==> config.mk <==
export PLATFORM = sky130hd
export DESIGN_NAME = bcd_seq_converter
export DESIGN_NICKNAME = d
export VERILOG_FILES = /design/src/rtl/bcd_seq_converter_pkg.sv /design/src/rtl/bcd_add3_digit.sv /design/src/rtl/bcd_seq_converter.sv
export SDC_FILE = /design/constraint.sdc
export NUM_CORES = 1
export LEC_CHECK = 0
export BUFFER_PORTS_ARGS = -buffer_cell sky130_fd_sc_hd__buf_2
export CORE_ASPECT_RATIO = 1.4
export CORE_MARGIN = 2
export CORE_UTILIZATION = 61
export CTS_CLUSTER_SIZE = 14
export DETAILED_ROUTE_END_ITERATION = 8
export PLACE_DENSITY = 0.84
export SETUP_SLACK_MARGIN = 0.05
export SLEW_MARGIN = 15
export SYNTH_ARGS = -nofsm -noshare
export SYNTH_HDL_FRONTEND = slang
export SYNTH_HIERARCHICAL = 1
export SYNTH_SLANG_ARGS = --single-unit
==> constraint.sdc <==
create_clock -name iCLK -period 3.9 [get_ports iCLK]
set_input_delay 0.39 -clock iCLK [delete_from_list [all_inputs] [get_ports iCLK]]
set_output_delay 0.39 -clock iCLK [all_outputs]
set_load 0.03 [all_outputs]
==> src/rtl/bcd_seq_converter_pkg.sv <==
// Shared types and constants for the sequential binary-to-BCD converter.
package bcd_seq_converter_pkg;

  typedef enum logic [1:0] {
    IDLE   = 2'd0,
    CONV   = 2'd1,
    FINISH = 2'd2
  } conv_state_t;

  localparam int BCD_W = 4;
  localparam logic [BCD_W-1:0] SAT_DIGIT = 4'd9;
  localparam logic [BCD_W-1:0] ADD3_THRESHOLD = 4'd5;

endpackage

==> src/rtl/bcd_add3_digit.sv <==
// One double-dabble digit correction: values of 5 or more get 3 added before the shift.
module bcd_add3_digit
  import bcd_seq_converter_pkg::*;
(
  input  logic [BCD_W-1:0] digit_in,
  output logic [BCD_W-1:0] digit_out
);

  // A valid BCD digit is at most 9, so the adjusted value (at most 12) still fits in 4 bits.
  always_comb begin
    digit_out = digit_in;
    if (digit_in >= ADD3_THRESHOLD) begin
      digit_out = digit_in + 4'd3;
    end
  end

endmodule

==> src/rtl/bcd_seq_converter.sv <==
// Sequential shift-and-add-3 converter: one WIDTH-bit value per start, saturating to all nines on overflow.
module bcd_seq_converter
  import bcd_seq_converter_pkg::*;
#(
  parameter int WIDTH      = 14,
  parameter int DIGITS     = 4,
  parameter int SCR_DIGITS = 5
) (
  input  logic                     iCLK,
  input  logic                     iRST_N,
  input  logic                     iSTART,
  input  logic [WIDTH-1:0]         iVALUE,
  output logic                     oBUSY,
  output logic                     oDONE,
  output logic                     oOVF,
  output logic [BCD_W*DIGITS-1:0]  oBCD
);

  localparam int CNT_W = $clog2(WIDTH + 1);
  localparam int SCR_W = BCD_W * SCR_DIGITS;
  localparam int OUT_W = BCD_W * DIGITS;

  conv_state_t        state;
  logic [CNT_W-1:0]   bit_cnt;
  logic [WIDTH-1:0]   shift_reg;
  logic [SCR_W-1:0]   scratch;
  logic [SCR_W-1:0]   scratch_adj;
  logic               upper_nonzero;

  for (genvar d = 0; d < SCR_DIGITS; d++) begin : g_adjust
    bcd_add3_digit u_adjust (
      .digit_in  (scratch[d*BCD_W +: BCD_W]),
      .digit_out (scratch_adj[d*BCD_W +: BCD_W])
    );
  end

  // Any non-zero digit above the presented ones means the value did not fit.
  assign upper_nonzero = |scratch[SCR_W-1:OUT_W];

  always_ff @(posedge iCLK) begin
    if (!iRST_N) begin
      state     <= IDLE;
      bit_cnt   <= '0;
      shift_reg <= '0;
      scratch   <= '0;
      oBCD      <= '0;
      oOVF      <= 1'b0;
      oDONE     <= 1'b0;
      oBUSY     <= 1'b0;
    end else begin
      oDONE <= 1'b0;
      unique case (state)
        IDLE: begin
          if (iSTART) begin
            shift_reg <= iVALUE;
            scratch   <= '0;
            bit_cnt   <= '0;
            oBUSY     <= 1'b1;
            state     <= CONV;
          end
        end
        CONV: begin
          scratch   <= {scratch_adj[SCR_W-2:0], shift_reg[WIDTH-1]};
          shift_reg <= {shift_reg[WIDTH-2:0], 1'b0};
          bit_cnt   <= bit_cnt + CNT_W'(1);
          if (bit_cnt == CNT_W'(WIDTH - 1)) begin
            state <= FINISH;
          end
        end
        FINISH: begin
          if (upper_nonzero) begin
            oBCD <= {DIGITS{SAT_DIGIT}};
            oOVF <= 1'b1;
          end else begin
            oBCD <= scratch[OUT_W-1:0];
            oOVF <= 1'b0;
          end
          oDONE <= 1'b1;
          oBUSY <= 1'b0;
          state <= IDLE;
        end
        default: begin
          state <= IDLE;
          oBUSY <= 1'b0;
        end
      endcase
    end
  end

endmodule
[After elaboration in Yosys (flattened, before gate mapping)]
Index checks and enable logic that the tools add are counted.
Storage, ports and cells
  flip-flop bits (word level): 59
  latch bits: 0
  memories kept: 0
  output and inout bits: 19
  memory bits (writable): 0
  logic and storage cells: 50
  memory bits (read-only): 0
  bits of input ports: 17
Cells by class
  equal/unequal tests: 5
  div/mod/pow operators: 0
  bitwise operators: 1
  add/sub/neg operators: 6
  magnitude comparators: 5
  shifts and indexed selects: 0
  multipliers: 0
  multiplexer cells: 19
  reductions and logical operators: 6
Operators by type and width (count)
  one-hot mux 20 bit (2 select lines): 1
  one-hot mux 14 bit (2 select lines): 1
  >= comparator 4 x 3 -> 1 bit, second input constant: 5
  2-to-1 mux 20 bit: 1
  2-to-1 mux 4 bit: 5
  adder 4 x 2 -> 4 bit, second input constant: 4
  2-to-1 mux 16 bit: 1
  2-to-1 mux 14 bit: 1
  one-hot mux 4 bit (2 select lines): 1
  AND reduction 2 bit: 3
  adder 4 x 1 -> 4 bit, second input constant: 1
  equality test 4 bit, second input constant: 1
  2-to-1 mux 2 bit: 2
  inequality test 2 bit, second input constant: 2
  one-hot mux 2 bit (2 select lines): 1
  OR reduction 4 bit: 1
  adder 3 x 2 -> 3 bit, second input constant: 1
  2-to-1 mux 1 bit: 3
  2-to-1 mux 3 bit: 1
  equality test 2 x 1 -> 1 bit, second input constant: 1
  equality test 2 bit, second input constant: 1
  zero test 2 bit: 1
  one-hot mux 1 bit (2 select lines): 1
  nonzero test 2 bit: 1
  inverter 1 bit: 1

[Longest topological paths before layout]
  word-level depth: 3
  depth in mapped cells: 6

[Cells and area by module]
Netlist, hierarchy kept.
Modules (own cells, without submodules)
  bcd_seq_converter: area each 2232.1 µm², cells an instance 221, times used 1
  bcd_add3_digit: area each 101.3 µm², cells an instance 16, times used 5

[Worst setup path before layout]
Ideal clock, no wire load.
  path type: reg-to-reg
  start point: register scratch[17]
  end point: register scratch[18]
  library setup time: 0.117 ns
  setup slack: 2.538 ns
  data required time: 3.783 ns
  stages on the path, launching flop included: 7
  data arrival time: 1.245 ns
  buffers on the path: 0
  path through: dfxtp_1 inv_1 ha_1 nand2b_1 a21oi_2 mux2i_1 a22o_1
On the way
  longest elaborated chain between the ends: 3
  elaborated cells on any way between the ends: 4
RTL lines
  start, declared: line bcd_seq_converter.sv:26  | logic [SCR_W-1:0] scratch;
  start signal, assigned: line bcd_seq_converter.sv:63  | scratch <= {scratch_adj[SCR_W-2:0], shift_reg[WIDTH-1]};
  >= comparator 4 x 3 -> 1 bit / adder 3 x 2 -> 3 bit (equally long branches): line bcd_add3_digit.sv:12, bcd_add3_digit.sv:13
  2-to-1 mux 3 bit *: line bcd_add3_digit.sv:12  | if (digit_in >= ADD3_THRESHOLD) begin
  via scratch_adj[17]: line bcd_seq_converter.sv:27  | logic [SCR_W-1:0] scratch_adj;
  one-hot mux 20 bit (2 select lines) *: line bcd_seq_converter.sv:52  | unique case (state)
Mark *: on every way through the listed nets, which the timed path passes. The rest lies on a longest branch.
A chain may end at the register's enable or synchronous reset.

[Worst setup path in the final report]
  start point: register state[0]
  end point: register scratch[11]
On the way
  longest elaborated chain between the ends: 3
  elaborated cells on any way between the ends: 6
RTL lines
  start, declared: line bcd_seq_converter.sv:23  | conv_state_t state;
  start signal, assigned: line bcd_seq_converter.sv:42  | state <= IDLE;
  start signal, assigned: line bcd_seq_converter.sv:59  | state <= CONV;
  start signal, assigned: line bcd_seq_converter.sv:67  | state <= FINISH;
  equality test 2 x 1 -> 1 bit / zero test 2 bit (equally long branches): line bcd_seq_converter.sv:52
  nonzero test 2 bit (no line) / inequality test 2 bit (equally long branches)
  AND reduction 2 bit (no line)
Several ways; a longest one is shown, not always the timed one.

==> results.yml <==
logic_synthesis:
  ys_warn_count: 6
  syn_area_per_cell_um2: 9.15
  synthesis.nets: 326
  netlist_instances: 297
  netlist_area_um2: 2720
floorplan:
  core_um2: 4270
  fp.dieW_um: 60.4
  die_area_um2: 5010
  die_y_um: 83.0
  row_count: 28
  ioPinCount: 36
  start_util: 0.636
layout:
  largest_reg_flops: 20
  final_common_cell: "dfxtp_1"
  diodes: 0
  final_cell_mix: "dfxtp_1, nand2_1, buf_2"
  area_growth_syn_to_layout_pct: 12.0
  final-instance-count-excl-fill: 390
  drive_gt1_frac: 0.209
  final_nets: 355
detailed_routing:
  wire_per_inst_um: 13.5
  viasPerCell: 5.66
  dr.pass1.iters: 5
  route.detailed.drc: 0
  ant_nets: 0
  vias: 2206
  drtIter0Drc: 110
  wl_mm: 5.26
clocking:
  cts_buffers: 9
  clockBufferDepth: 2
  cts_tree: "built"
  h-tree-depth: 3
  postCtsSetupRepairBufs: 0
  path_clk_slew_ns: 0.06
  postCtsHoldBufs: 0
  cts.repair.resized: 0
  root_buffer: "clkbuf_8"
  clk_latency_ns: 0.33
  clock-sinks: 59
critical_path:
  end_kind: "flop"
  cp.arrival_ns: 2.25
  criticalPathCategory: "reg2reg"
  reg2reg_setup_slack_ns: 1.92
  critPathLaunchType: "flop"
  worst-path-max-fanout: 29
  required_ns: 4.17
timing:
  post-route-period-util: 0.507
  slew_headroom: 0.446
  hold_violations: 0
  fin_ws_ns: 1.92
  clock-skew-final_ns: 0.00449
  rsz0062_at_grt: "false"
  hold_slack_ns: 0.368
  timing.final.crit_period_ns: 1.98
  setup-violations-final: 0
  slew_violations: 0
  fmax_ghz: 0.505
  finalSetupTns_ns: 0
  tightestPinTransition_ns: 0.829
grt:
  grt_max_degree: 49
  grt-ovfl-total: 0
  grt_usage: 0.236
  first_global_vias: 2099
  use_met3: 0.0561
  met1_usage: 0.281
  grt_busiest_layer: "met2"
  grt_pass1_wl_mm: 9.08
  antenna_found_initial: 0
  use_met2: 0.386
job:
  cap_violations: 0
pwr:
  vdd_drop_max_mv: 0.262
  total_power_mw: 1.17
  p_leak_nw: 1.29
  power_density_nw_per_um2: 384
hold_path:
  min_path_type: "in2reg"
place:
  dp_hpwl_mm: 3.55
  place.gp.congestion: 0.766
  preCtsSetupSlack_ns: 1.69
  place_inst: 375
  port_buffers: 35
status:
  outcome: "completed"
final cells by class:
type | instances | area [um2]
Tap cell | 60 | 75.1
Inverter | 16 | 60.1
Sequential cell | 59 | 1180
Multi-Input combinational cell | 204 | 1380
Timing Repair Buffer | 36 | 183
Fill cell | 354 | 1230
Clock buffer | 13 | 149
Clock inverter | 2 | 12.5
where the power goes:
group	switching (mW)	internal (mW)
Combinational	0.0414	0.0315
Clock	0.220	0.244
Sequential	0.0137	0.619
routing by layer:
metal  wire length, um  up-vias  part of all wire
li1                  -     1114                 -
met1              2300     1033              0.44
met2              2640       53              0.50
met3               216        6             0.041
met4               104        0             0.020
met5                 0        -                 0
worst paths after layout:
path	start	endpoint	cells after the start
worst max-delay path	state[0]$_SDFFE_PN0P_	scratch[11]$_SDFFE_PN0P_	3
worst min register to register	oBUSY$_SDFFE_PN0P_	oBUSY$_SDFFE_PN0P_	2
worst max register to register	state[0]$_SDFFE_PN0P_	scratch[11]$_SDFFE_PN0P_	3
worst min-delay path	iVALUE[7]	shift_reg[7]$_SDFFE_PN0P_	3
worst max-delay path, cell delays in order, from the launching register on:
cell and delay (ns):
dfxtp_1 0.57, o21ba_2 0.45, nor2b_2 0.66, a22o_1 0.23
per-stage QoR:
stage                util  area (um2)
floorplan               -        2720
global placement    0.674        2880
finish              0.712        3040
global route        0.712        3040
CTS                 0.712        3040
detailed placement  0.674        2880
(Power assumes the default switching activity.)
